**src/rtl/yavne_mmio_pkg.sv**
```systemverilog
// yavne_mmio_pkg: shared MMIO widths, VGA window defaults and the packed write-buffer entry.
package yavne_mmio_pkg;
  localparam int MMIO_ADDR_W = 16;
  localparam int MMIO_DATA_W = 8;
  localparam int MMIO_ENTRY_W = MMIO_ADDR_W + MMIO_DATA_W;
  localparam logic [MMIO_ADDR_W-1:0] VGA_WIN_BASE = 16'h0200;
  localparam logic [MMIO_ADDR_W-1:0] VGA_WIN_LAST = 16'h05FF;
  typedef struct packed {
    logic [MMIO_ADDR_W-1:0] addr;
    logic [MMIO_DATA_W-1:0] data;
  } entry_t;
  function automatic logic in_window(input logic [MMIO_ADDR_W-1:0] a, base, last);
    return a >= base && a <= last;
  endfunction
endpackage

```
**src/rtl/mmio_write_buffer_if.sv**
```systemverilog
// mmio_write_buffer_if: CPU write bus plus the drained {addr,data} handshake toward the VGA port.
interface mmio_write_buffer_if;
  import yavne_mmio_pkg::*;
  logic cpu_we;
  logic [MMIO_ADDR_W-1:0] cpu_addr;
  logic [MMIO_DATA_W-1:0] cpu_data;
  logic out_valid;
  logic out_ready;
  logic [MMIO_ADDR_W-1:0] out_addr;
  logic [MMIO_DATA_W-1:0] out_data;
  modport master (output cpu_we, cpu_addr, cpu_data, out_ready, input out_valid, out_addr, out_data);
  modport slave (input cpu_we, cpu_addr, cpu_data, out_ready, output out_valid, out_addr, out_data);
endinterface

```
**src/rtl/mmio_wbuf_fifo.sv**
```systemverilog
// mmio_wbuf_fifo: DEPTH-entry FIFO with a registered first-word-fall-through head (no bypass).
module mmio_wbuf_fifo
  import yavne_mmio_pkg::*;
#(
  parameter int DEPTH = 16,
  localparam int AW = $clog2(DEPTH),
  localparam int LW = AW + 1
) (
  input  logic          clock,
  input  logic          reset_n,
  input  logic          push,
  input  entry_t        din,
  input  logic          ready,
  output logic          valid,
  output entry_t        dout,
  output logic [LW-1:0] level,
  output logic          full
);
  entry_t mem [DEPTH];
  logic [AW-1:0] wr_ptr, rd_ptr;
  logic pop, load;
  // level also counts the head register, so storage holds level - valid entries
  always_comb begin
    pop = valid && ready;
    load = (!valid || pop) && level > LW'(valid);
    full = level == LW'(DEPTH);
  end
  always_ff @(posedge clock or negedge reset_n) begin
    if (!reset_n) begin
      wr_ptr <= '0;
      rd_ptr <= '0;
      level <= '0;
      valid <= 1'b0;
      dout <= '0;
    end else begin
      if (push) wr_ptr <= wr_ptr + AW'(1);
      if (load) rd_ptr <= rd_ptr + AW'(1);
      if (load) dout <= mem[rd_ptr];
      valid <= load || (valid && !pop);
      level <= level + LW'(push) - LW'(pop);
    end
  end
  always_ff @(posedge clock) begin
    if (push) mem[wr_ptr] <= din;
  end
endmodule

```
**src/rtl/mmio_write_buffer.sv**
```systemverilog
// mmio_write_buffer: window-filtered CPU write queue feeding the VGA framebuffer port.
// Define MMIO_WBUF_PATTERN_EN to add the pattern_en port and the built-in address sweep generator.
module mmio_write_buffer
  import yavne_mmio_pkg::*;
#(
  parameter int DEPTH = 16,
  parameter logic [MMIO_ADDR_W-1:0] WIN_BASE = VGA_WIN_BASE,
  parameter logic [MMIO_ADDR_W-1:0] WIN_LAST = VGA_WIN_LAST
) (
  input  logic                   clock,
  input  logic                   reset_n,
  mmio_write_buffer_if.slave     bus,
`ifdef MMIO_WBUF_PATTERN_EN
  input  logic                   pattern_en,
`endif
  input  logic                   overflow_clr,
  output logic [$clog2(DEPTH):0] level,
  output logic                   overflow
);
  logic full, push, drop, cpu_wr;
  entry_t din, head;
  assign cpu_wr = bus.cpu_we && in_window(bus.cpu_addr, WIN_BASE, WIN_LAST);
`ifdef MMIO_WBUF_PATTERN_EN
  logic [MMIO_ADDR_W-1:0] pat_addr;
  // the generator owns the queue while enabled and stalls rather than dropping
  always_comb begin
    din = pattern_en ? {pat_addr, 7'b0, pat_addr[0] ^ pat_addr[5]} : {bus.cpu_addr, bus.cpu_data};
    push = pattern_en ? !full : cpu_wr && !full;
    drop = !pattern_en && cpu_wr && full;
  end
  always_ff @(posedge clock or negedge reset_n) begin
    if (!reset_n) pat_addr <= WIN_BASE;
    else if (pattern_en && !full) pat_addr <= pat_addr == WIN_LAST ? WIN_BASE : pat_addr + 16'd1;
  end
`else
  always_comb begin
    din = {bus.cpu_addr, bus.cpu_data};
    push = cpu_wr && !full;
    drop = cpu_wr && full;
  end
`endif
  always_ff @(posedge clock or negedge reset_n) begin
    if (!reset_n) overflow <= 1'b0;
    else overflow <= drop || (overflow && !overflow_clr);
  end
  mmio_wbuf_fifo #(.DEPTH(DEPTH)) u_fifo (
    .clock(clock),
    .reset_n(reset_n),
    .push(push),
    .din(din),
    .ready(bus.out_ready),
    .valid(bus.out_valid),
    .dout(head),
    .level(level),
    .full(full)
  );
  assign bus.out_addr = head.addr;
  assign bus.out_data = head.data;
endmodule

```
**src/flat_wrapper.sv**
```systemverilog
// flat-port wrapper written by rule: the top's interface ports become plain ports
module mmio_write_buffer_flat import yavne_mmio_pkg::*;
#(
  parameter int DEPTH = 16,
  parameter logic [MMIO_ADDR_W-1:0] WIN_BASE = VGA_WIN_BASE,
  parameter logic [MMIO_ADDR_W-1:0] WIN_LAST = VGA_WIN_LAST
)
  (clock, reset_n, overflow_clr, level, overflow, bus_cpu_we, bus_cpu_addr, bus_cpu_data, bus_out_ready, bus_out_valid, bus_out_addr, bus_out_data);
  mmio_write_buffer_if bus_i ();
  input  logic clock;
  input  logic reset_n;
  input  logic overflow_clr;
  output logic [$clog2(DEPTH):0] level;
  output logic overflow;
  input wire logic [$bits(bus_i.cpu_we)-1:0] bus_cpu_we;
  input wire logic [$bits(bus_i.cpu_addr)-1:0] bus_cpu_addr;
  input wire logic [$bits(bus_i.cpu_data)-1:0] bus_cpu_data;
  input wire logic [$bits(bus_i.out_ready)-1:0] bus_out_ready;
  output wire logic [$bits(bus_i.out_valid)-1:0] bus_out_valid;
  output wire logic [$bits(bus_i.out_addr)-1:0] bus_out_addr;
  output wire logic [$bits(bus_i.out_data)-1:0] bus_out_data;
  assign bus_i.cpu_we = bus_cpu_we;
  assign bus_i.cpu_addr = bus_cpu_addr;
  assign bus_i.cpu_data = bus_cpu_data;
  assign bus_i.out_ready = bus_out_ready;
  assign bus_out_valid = bus_i.out_valid;
  assign bus_out_addr = bus_i.out_addr;
  assign bus_out_data = bus_i.out_data;
  mmio_write_buffer #(.DEPTH(DEPTH), .WIN_BASE(WIN_BASE), .WIN_LAST(WIN_LAST)) u_core (.clock(clock), .reset_n(reset_n), .bus(bus_i), .overflow_clr(overflow_clr), .level(level), .overflow(overflow));
endmodule
```
**config.mk**
```make
export PLATFORM = sky130hd
export DESIGN_NAME = mmio_write_buffer_flat
export DESIGN_NICKNAME = d
export VERILOG_FILES = /design/src/rtl/yavne_mmio_pkg.sv /design/src/rtl/mmio_write_buffer_if.sv /design/src/rtl/mmio_wbuf_fifo.sv /design/src/rtl/mmio_write_buffer.sv /design/src/flat_wrapper.sv
export SDC_FILE = /design/constraint.sdc
export NUM_CORES = 1
export LEC_CHECK = 0
export ABC_CLOCK_PERIOD_IN_PS = 4500
export BUFFER_PORTS_ARGS = -buffer_cell sky130_fd_sc_hd__buf_2
export CORE_ASPECT_RATIO = 0.9
export CORE_MARGIN = 4
export CORE_UTILIZATION = 37
export CTS_CLUSTER_SIZE = 24
export DETAILED_ROUTE_END_ITERATION = 10
export PLACE_DENSITY = 0.6
export REMOVE_ABC_BUFFERS = 1
export SYNTH_ARGS = -nofsm -noshare
export SYNTH_HDL_FRONTEND = slang
export SYNTH_SLANG_ARGS = --single-unit
```
**constraint.sdc**
```tcl
create_clock -name clock -period 4.5 [get_ports clock]
set_clock_uncertainty 0.2 [all_clocks]
set_input_delay 0.9 -clock clock [delete_from_list [all_inputs] [get_ports clock]]
set_output_delay 0.9 -clock clock [all_outputs]
set_load 0.05 [all_outputs]
```
==> results of run 1 <==
## final timing paths
kind                                                  start                            endpoint  slack (ns)
max                                        bus_cpu_addr[11]    u_core.u_fifo.level[4]$_DFF_PN0_        1.30
min                                                 reset_n  u_core.u_fifo.dout[22]$_DFFE_PN0P_        0.16
max reg2reg                u_core.u_fifo.level[2]$_DFF_PN0_    u_core.u_fifo.level[4]$_DFF_PN0_        1.40
min reg2reg                       u_core.overflow$_DFF_PN0_           u_core.overflow$_DFF_PN0_        0.35
max in group asynchronous                           reset_n   u_core.u_fifo.dout[3]$_DFFE_PN0P_        3.12
min in group clock                             overflow_clr           u_core.overflow$_DFF_PN0_        0.34
## kinds of logic (layout without fill, tap and decap cells)
kind of cell,count (synthesis),in the layout,share of synthesized area
mux,121,121,0.1469
xor+xnor,10,10,0.005331
buf+inv,59,185,0.01897
simple gates,66,66,0.02178
compound gates,54,54,0.03298
fa+ha+maj,16,16,0.01264
flops,423,423,0.7614
## worst max-delay path: cells and delay by family
| family | cells | cell delay (ns) |
|---|---|---|
| adder cells (fa/ha/maj) | 3 | 0.85 |
| AO/OA/AOI/OAI | 1 | 0.14 |
| AND/OR/NAND/NOR | 4 | 0.99 |
| XOR/XNOR | 1 | 0.13 |
| buffers and inverters | 4 | 0.46 |
## cell type report
type / instances / area share
sequential: 423 / 0.6586
multi-input combinational: 267 / 0.1930
clock buffer: 60 / 0.06663
tap: 592 / 0.03898
timing repair buffer: 89 / 0.03134
clock inverter: 19 / 0.008098
inverter: 17 / 0.003358
## stage by stage
step | util | cells | hold slack (ns) | TNS [ns]
detailed placement | 0.4050 | 1388 | 0.3356 | 0
global placement | 0.4050 | 1388 | 0.3294 | 0
finish | 0.4377 | 1467 | 0.1552 | 0
floorplan | - | 707 | 0.3261 | -32.03
global route | 0.4377 | 1467 | 0.1865 | 0
CTS | 0.4377 | 1467 | 0.1807 | 0
## metal layers
metal | share of wire | GRT usage
met2 | 0.47 | 0.2325
met3 | 0.047 | 0.02298
met1 | 0.46 | 0.2245
met5 | 0 | 0
met4 | 0.017 | 0.03441
## power by group through the flow
stage	logic (mW)	registers [mW]	clock network (mW)
2_1_floorplan	1.90	5.45	0
3_3_place_gp	3.32	4.83	0
3_5_place_dp	3.33	4.83	0
4_1_cts	3.34	4.75	3.61
5_1_grt	3.51	4.78	3.79
6_report	3.27	4.74	3.54
## registers in the layout (all words and copies together) (netlist names)
name	cells
u_core.overflow	1
u_core.u_fifo.wr_ptr	4
u_core.u_fifo.dout	24
u_core.u_fifo.rd_ptr	4
u_core.u_fifo.level	5
u_core.u_fifo.valid	1
u_core.u_fifo.mem	384
## cell usage after synthesis, types with 4 or more instances
cell      instances
xnor2_1           5
edfxtp_1        384
buf_6             6
a221oi_1          4
dfrtp_1          39
nor4_1            4
buf_2            12
mux2i_1          24
ha_1             15
o22ai_1          25
xor2_1            5
a221oi_2         20
clkbuf_1         13
mux4_2           96
inv_1            16
buf_4             8
and2_1           10
nor2_1           34
==> results.yml, run 1 <==
setup_path:
  cp_slowest_cell: "nor4b_1"
  critPathCaptureType: "register"
  crit_arrival_ns: 3.47
  cp_cell_sequence: "buf_2 -> nor4b_1 -> and4_1 -> inv_2 -> ha_1 -> inv_1 -> ha_1 -> inv_1 -> fa_1 -> nor2_1 -> nor2_1 -> o21bai_1 -> xnor2_1"
  path_class: "input port to register"
  slowest_delay_ns: 0.42
  required_ns: 4.77
  crit_path_start_kind: "input port"
  crit_fanout: 17
  rr_worst_depth: 14
pwr:
  leakage_nw: 6.214
  switching_share: 0.3112
  finalPower_mw: 11.54
  pwr-share-clk: 0.306
  share_comb_of_total_power: 0.283
  pwr_density_cell_nw_per_um2: 607.1
  p_int_mw: 7.947
  netSwitchingPower_mw: 3.590
  ir_drop_v: 0.0003739
  pwr-share-seq: 0.410
grt:
  grt_start_max_net_pins: 70
  grt_pass1_wl_mm: 54.05
  grt_overflow: 0
  grt_pass1_vias: 8075
  grt_util_all_layers: 0.1494
  antenna_found_initial: 0
timing:
  setup_viol: 0
  fin_ws_ns: 1.303
  worst_pin_slew_ns: 1.187
  fin_crit_sh: 0.7104
  hold_violations: 0
  fmax_mhz: 312.8
  period_needed_ns: 3.197
  rsz0062_at_grt: "false"
  finalMaxSlewViolations: 0
  max_slew_margin: 0.2086
routing:
  drt_iter0_drc: 614
  viasPerCell: 5.219
  drt_wl_total_mm: 35.66
  vias: 7656
  drc: 0
  drtPass1Iterations: 5
  antenna_left: 0
  wl_per_cell_um: 24.31
logic_synthesis:
  synth-seq-cells: 423
  synthCells: 749
  yosysSeqAreaShare: 0.7614
  synth_cell_types: 38
  yosys-top-cells-area: "edfxtp_1 (70%), mux4_2 (13%), dfrtp_1 (5.9%)"
  netlist_area_um2: 16430
  synth_edf_count: 384
  syn_avg_cell_area_um2: 21.93
  yosys.area.top_type_share: 0.7020
  ys_async_sr_fraction: 0.09220
  yosysTopAreaCell: "edfxtp_1"
  yosysWarnings: 0
  synthFlopType: "edfxtp_1"
flow_run:
  maxCapViolCount: 0
place:
  port-buffer-count: 59
  gp_congestion: 0.7579
  place_ws_ns: 0.7360
  placed_area_um2: 17580
  hpwlAfterDp_mm: 20.91
die:
  core_region_area_um2: 43420
  ios: 60
  initial_utilization: 0.3783
  die_y_um: 207.9
  rows: 72
  die_w_um: 230.1
  die-area_um2: 47840
layout:
  areaGrowthSynthToFinish_pct: 15.69
  final_area_um2: 19000
  drive_above_1_share: 0.3337
  multi_input_area_um2: 3669
  seqCellArea_um2: 12520
  fillers: 3738
  antenna-diode-count: 0
  final_common_cell: "edfxtp_1"
  final_cell_mix: "edfxtp_1 (384), mux4_2 (96), buf_2 (59)"
  fin_nets: 886
clocking:
  clkTransAtPathRegs_ns: 0.06
  cts_tree: "built"
  clock_sinks: 423
  postCtsSetupRepairBufs: 0
  holdBufCountCts: 0
  cts.repair.resized: 0
  root_buffer: "clkbuf_16"
  cts_made_buffers: 43
  clk_path_buf_depth: 3
  clk_latency_ns: 0.54
  h-tree-depth: 2
min_path:
  hold_path_class: "input port to async pin"
outcome:
  status: "completed"
Power figures use the tool's default switching activity.
==> inputs of run 2 (changes only) <==
--- a/config.mk
+++ b/config.mk
@@ -5,7 +5,7 @@
 export SDC_FILE = /design/constraint.sdc
 export NUM_CORES = 1
 export LEC_CHECK = 0
-export ABC_CLOCK_PERIOD_IN_PS = 4500
+export ABC_CLOCK_PERIOD_IN_PS = 3100
 export BUFFER_PORTS_ARGS = -buffer_cell sky130_fd_sc_hd__buf_2
 export CORE_ASPECT_RATIO = 0.9
 export CORE_MARGIN = 4
==> constraint.sdc (replaced) <==
create_clock -name clock -period 3.1 [get_ports clock]
set_clock_uncertainty 0.2 [all_clocks]
set_input_delay 0.62 -clock clock [delete_from_list [all_inputs] [get_ports clock]]
set_output_delay 0.62 -clock clock [all_outputs]
set_load 0.05 [all_outputs]
==> results.yml, run 2 (synthesis gave the netlist of run 1 again) <==
outcome:
  status: "completed"
die:
  ios: 60
  rows: 72
  die_y_um: 207.9
  die_w_um: 230.1
  core_region_area_um2: 43420
  initial_utilization: 0.3783
  die-area_um2: 47840
routing:
  antenna_left: 0
  drt_iter0_drc: 616
  vias: 7794
  viasPerCell: 5.199
  drt_wl_total_mm: 35.61
  wl_per_cell_um: 23.75
  drc: 0
  drtPass1Iterations: 5
place:
  hpwlAfterDp_mm: 21.19
  gp_congestion: 0.7475
  place_ws_ns: -0.07533
  port-buffer-count: 59
  place_inst: 1417
timing:
  rsz0062_at_grt: "false"
  fin_crit_sh: 0.9001
  finalMaxSlewViolations: 0
  hold_violations: 0
  setup_viol: 0
  worst_pin_slew_ns: 0.7247
  max_slew_margin: 0.5168
  whs_ns: 0.05433
  period_needed_ns: 2.790
  fin_ws_ns: 0.3098
  fmax_mhz: 358.4
pwr:
  pwr_density_cell_nw_per_um2: 854.7
  leakage_nw: 6.384
  ir_drop_v: 0.0005872
setup_path:
  cp_cell_sequence: "inv_1 -> ha_1 -> nand4bb_1 -> and4_1 -> inv_2 -> ha_1 -> inv_1 -> ha_1 -> inv_1 -> fa_1 -> nor2_1 -> nor2_1 -> o21bai_1 -> xnor2_1"
  cp_slowest_cell: "dfrtp_1"
  crit_fanout: 4
  crit_buf_inv: 4
  critPathCaptureType: "register"
  required_ns: 3.38
  path_class: "register to register"
  crit_arrival_ns: 3.07
  critPathTopFamily: "adder cells"
  crit_path_start_kind: "register"
  slowest_delay_ns: 0.39
grt:
  grt_start_max_net_pins: 53
  grt_util_all_layers: 0.1500
  grt_pass1_wl_mm: 53.68
  grt_pass1_vias: 8159
  grt_overflow: 0
  antenna_found_initial: 0
clocking:
  clk_path_buf_depth: 3
  clock_sinks: 423
  holdBufCountCts: 1
  root_buffer: "clkbuf_16"
  clk_latency_ns: 0.56
  cts_made_buffers: 44
  clkTransAtPathRegs_ns: 0.06
  cts.repair.resized: 0
  h-tree-depth: 2
  postCtsSetupRepairBufs: 0
  cts_tree: "built"
layout:
  seqCellArea_um2: 12520
  largest-register: "u_core.u_fifo.mem"
  areaGrowthSynthToFinish_pct: 18.14
  final_common_cell: "edfxtp_1"
  antenna-diode-count: 0
  fin_nets: 917
  final_cell_mix: "edfxtp_1 (384), mux4_2 (96), buf_2 (59)"
  final_cell_count_no_fill: 1499
  final_core_util: 0.4470
  largest_reg_flops: 384
  fillers: 3719
  reg_top3: "u_core.u_fifo.mem: 384 flops, u_core.u_fifo.dout: 24 flops, u_core.u_fifo.level: 5 flops"
  drive_above_1_share: 0.3506
  multi_input_area_um2: 3669
flow_run:
  maxCapViolCount: 0
min_path:
  hold_path_class: "input port to register"
run 2: cell types whose count changed in the layout (fill, tap and decap cells not counted), moves of 2 or more:
cell and change:
buf_12 +20, buf_4 +9, bufinv_16 -2, clkbuf_16 -3
clkbuf_8 +4, clkinv_1 +4
run 2: power breakdown:
part           switching [mW]  total, mW  internal [mW]
Clock                    2.10       4.90           2.81
Combinational            2.90       4.99           2.09
Sequential              0.206       6.69           6.49
run 2: layout make-up:
| class | instances | area share |
|---|---|---|
| multi-input cells | 267 | 0.1890 |
| inverters | 17 | 0.003288 |
| repair buffers | 119 | 0.05532 |
| clock inverters | 19 | 0.004900 |
| flip-flops and latches | 423 | 0.6449 |
| clock buffers | 62 | 0.06441 |
| well taps | 592 | 0.03817 |
run 2: path summary, 6_finish.rpt:
kind / cells past startpoint / from / slack (ns) / end
setup / recovery: 14 / u_core.u_fifo.level[2]$_DFF_PN0_ / 0.31 / u_core.u_fifo.level[4]$_DFF_PN0_
hold / removal: 2 / overflow_clr / 0.05 / u_core.overflow$_DFF_PN0_
setup reg to reg: 14 / u_core.u_fifo.level[2]$_DFF_PN0_ / 0.31 / u_core.u_fifo.level[4]$_DFF_PN0_
hold reg to reg: 2 / u_core.overflow$_DFF_PN0_ / 0.35 / u_core.overflow$_DFF_PN0_
max in group asynchronous: 3 / reset_n / 1.54 / u_core.u_fifo.dout[3]$_DFFE_PN0P_
min in group asynchronous: 2 / reset_n / 0.41 / u_core.u_fifo.level[4]$_DFF_PN0_
run 2: worst register-to-register path, cell delays in order (launching register included):
cell	delay (ns)
dfrtp_1	0.39
inv_1	0.11
ha_1	0.23
nand4bb_1	0.16
and4_1	0.23
inv_2	0.05
ha_1	0.28
inv_1	0.05
ha_1	0.16
inv_1	0.05
fa_1	0.38
nor2_1	0.11
nor2_1	0.05
o21bai_1	0.15
xnor2_1	0.13
run 2: per-stage QoR:
step | setup TNS (ns) | instance area, um2 | power, mW
after floorplan | -206.68 | 16180 | 10.50
after global placement | -0.03278 | 18050 | 11.86
after detailed placement | -0.07533 | 18050 | 11.87
after CTS | 0 | 19410 | 16.80
after global routing | 0 | 19410 | 17.37
final | 0 | 19410 | 16.59
run 2: layer usage:
metal | track usage | part of all wire
met4 | 0.04317 | 0.021
met2 | 0.2245 | 0.46
met3 | 0.03009 | 0.056
met1 | 0.2251 | 0.46
met5 | 0 | 0
==> inputs of run 3 (changes only) <==
--- a/config.mk
+++ b/config.mk
@@ -7,6 +7,7 @@
 export LEC_CHECK = 0
 export ABC_CLOCK_PERIOD_IN_PS = 3100
 export BUFFER_PORTS_ARGS = -buffer_cell sky130_fd_sc_hd__buf_2
+export CAP_MARGIN = 40
 export CORE_ASPECT_RATIO = 0.9
 export CORE_MARGIN = 4
 export CORE_UTILIZATION = 37
@@ -16,4 +17,5 @@
 export REMOVE_ABC_BUFFERS = 1
 export SYNTH_ARGS = -nofsm -noshare
 export SYNTH_HDL_FRONTEND = slang
+export SYNTH_HIERARCHICAL = 1
 export SYNTH_SLANG_ARGS = --single-unit
==> results.yml, run 3 <==
logic_synthesis:
  yosys.area.top_type_share: 0.7065
  synth.most_common_cell: "edfxtp_1"
  netlist_area_um2: 16320
  yosysTopAreaCell: "edfxtp_1"
  ys_async_sr_fraction: 0.09220
  syn_avg_cell_area_um2: 21.76
  yosys-top-cells-area: "edfxtp_1 (71%), mux4_2 (13%), dfrtp_1 (6.0%)"
  yosysSeqAreaShare: 0.7663
  yosysWarnings: 6
  synthFlopType: "edfxtp_1"
  synth-seq-cells: 423
  synth_edf_count: 384
  synth_top_cells_by_count: "edfxtp_1 (384), mux4_2 (96), dfrtp_1 (39), a21oi_1 (25), mux2_2 (25)"
  synth_cell_types: 36
  synthCells: 750
setup_path:
  crit_fanout: 4
  cp_common_cell: "inv_1"
  path_class: "register to register"
  critPathCaptureType: "register"
  cp_slowest_cell: "fa_1"
  cp_cell_sequence: "inv_1 -> ha_1 -> and4_1 -> nor2_1 -> inv_1 -> ha_1 -> inv_1 -> ha_1 -> inv_1 -> fa_1 -> nor2_1 -> nor2_1 -> o21bai_1 -> xnor2_1"
  required_ns: 3.35
  crit_path_start_kind: "register"
  crit_arrival_ns: 3.01
  slowest_delay_ns: 0.38
  crit_buf_inv: 4
  critPathTopFamily: "adder cells"
grt:
  grt_util_all_layers: 0.1514
  grt_pass1_vias: 8172
  antenna_found_initial: 1
  grt_start_max_net_pins: 37
  grt_overflow: 0
  grt_pass1_wl_mm: 53.88
timing:
  setup_tns_ns: 0
  fmax_mhz: 362.6
  finalMaxSlewViolations: 0
  hold_violations: 0
  period_needed_ns: 2.758
  rsz0062_at_grt: "false"
  worst_pin_slew_ns: 0.8032
  fin_crit_sh: 0.8896
  max_slew_margin: 0.4645
  setup_viol: 0
place:
  placed_area_um2: 18010
  hpwlAfterDp_mm: 20.77
  place_inst: 1388
  gp_congestion: 0.7356
  port-buffer-count: 59
layout:
  fillers: 3665
  largest_reg_flops: 384
  final_common_cell: "edfxtp_1"
  antenna-diode-count: 0
  drive_above_1_share: 0.3538
  reg_top3: "u_core/u_fifo/mem: 384 flops, u_core/u_fifo/dout: 24 flops, u_core/u_fifo/level: 5 flops"
  fin_nets: 925
  final_area_um2: 19510
  final_cell_count_no_fill: 1468
  final_cell_mix: "edfxtp_1 (384), mux4_2 (96), buf_2 (59)"
  largest-register: "u_core/u_fifo/mem"
  areaGrowthSynthToFinish_pct: 19.52
pwr:
  leakage_nw: 6.457
  share_comb_of_total_power: 0.288
  p_int_mw: 12.12
  netSwitchingPower_mw: 5.157
  pwr-share-seq: 0.397
  switching_share: 0.2985
  pwr-share-clk: 0.315
  ir_drop_v: 0.0003833
  pwr_density_cell_nw_per_um2: 885.7
  finalPower_mw: 17.28
die:
  die_y_um: 207.2
  rows: 72
  die_w_um: 229.4
  die-area_um2: 47540
  ios: 60
  core_region_area_um2: 43240
  initial_utilization: 0.3774
clocking:
  clk_path_buf_depth: 3
  clock_sinks: 423
  clkTransAtPathRegs_ns: 0.06
  root_buffer: "clkbuf_16"
  cts_tree: "built"
  h-tree-depth: 2
  cts_made_buffers: 43
  clk_latency_ns: 0.54
  postCtsSetupRepairBufs: 0
routing:
  antenna_left: 0
  drt_wl_total_mm: 35.79
  drtPass1Iterations: 5
  wl_per_cell_um: 24.38
  vias: 7696
  viasPerCell: 5.243
  drt_iter0_drc: 618
  drc: 0
flow_run:
  maxCapViolCount: 0
outcome:
  status: "completed"
min_path:
  hold_path_class: "input port to register"
## run 3: cell count changes in the layout (fill, tap and decap cells not counted), sizes merged, moves of 6 or more
cell,delta
clkinv,-6
a221oi,-24
mux2,+24
and2,-9
nor2,-15
nand2b,+7
bufinv,+8
a21oi,+24
## run 3: through the flow
| stage | hold slack (ns) | setup WS [ns] | util |
|---|---|---|---|
| after floorplan | 0.1244 | -2.165 | - |
| after global placement | 0.2854 | 0.07561 | 0.4160 |
| after global routing | 0.06394 | 0.1527 | 0.4511 |
| after CTS | 0.05709 | 0.3228 | 0.4511 |
| after detailed placement | 0.2434 | 0.005229 | 0.4165 |
| final | 0.08227 | 0.3422 | 0.4511 |
## run 3: worst paths after layout
kind	from	endpoint	slack (ns)	cells past startpoint
setup / recovery	u_core/u_fifo/level[2]$_DFF_PN0_	u_core/u_fifo/level[4]$_DFF_PN0_	0.34	14
max in group asynchronous	reset_n	u_core/u_fifo/dout[6]$_DFFE_PN0P_	1.87	4
setup reg to reg	u_core/u_fifo/level[2]$_DFF_PN0_	u_core/u_fifo/level[4]$_DFF_PN0_	0.34	14
hold reg to reg	u_core/u_fifo/dout[7]$_DFFE_PN0P_	u_core/u_fifo/dout[7]$_DFFE_PN0P_	0.30	1
hold / removal	overflow_clr	u_core/overflow$_DFF_PN0_	0.08	2
min in group asynchronous	reset_n	u_core/u_fifo/dout[5]$_DFFE_PN0P_	0.23	2
## run 3: worst reg2reg max path, cell delays in order, from the launching register on
cell and delay [ns]:
dfrtp_1 0.36, inv_1 0.10, ha_1 0.22, and4_1 0.22, nor2_1 0.14, inv_1 0.06
ha_1 0.29, inv_1 0.06, ha_1 0.15, inv_1 0.05, fa_1 0.38, nor2_1 0.12
nor2_1 0.05, o21bai_1 0.16, xnor2_1 0.14
## run 3: repair_timing
action / CTS / global route
gates resized for setup: 0 / 0
hold buffers: 1 / 0
hold endpoints to repair: 33 / 0
## run 3: power by group through the flow
stage | combinational, mW | sequential [mW] | clock (mW)
after floorplan | 2.60 | 7.93 | 0
after global placement | 5.03 | 6.99 | 0
after detailed placement | 5.08 | 6.99 | 0
after CTS | 5.08 | 6.87 | 5.57
after global routing | 5.37 | 6.91 | 5.81
final | 4.98 | 6.86 | 5.44
## run 3: layer usage
metal	vias up	share of wire	GRT usage
li1	3362	-	-
met1	4130	0.46	0.2188
met2	158	0.49	0.2463
met3	46	0.042	0.02291
met4	0	0.015	0.03336
met5	-	0	0
## run 3: cells by family after synthesis
logic type	share of synthesized area
muxes	0.1644
adders and majority gates	0.01349
xor gates and xnor gates	0.005366
and+or+nand+nor	0.01533
buffers and inverters	0.01625
AOI/OAI and AO/OA	0.01878
DFF	0.7663
## run 3: final cells by class
cell class / count / area [um2] / area share
flip-flops and latches: 423 / 12520 / 0.6416
clock buffers: 61 / 1206 / 0.06183
repair buffers: 123 / 1091 / 0.05593
clock inverters: 18 / 280.3 / 0.01437
well taps: 555 / 694.4 / 0.03560
multi-input cells: 274 / 3666 / 0.1879
inverters: 14 / 52.55 / 0.002694
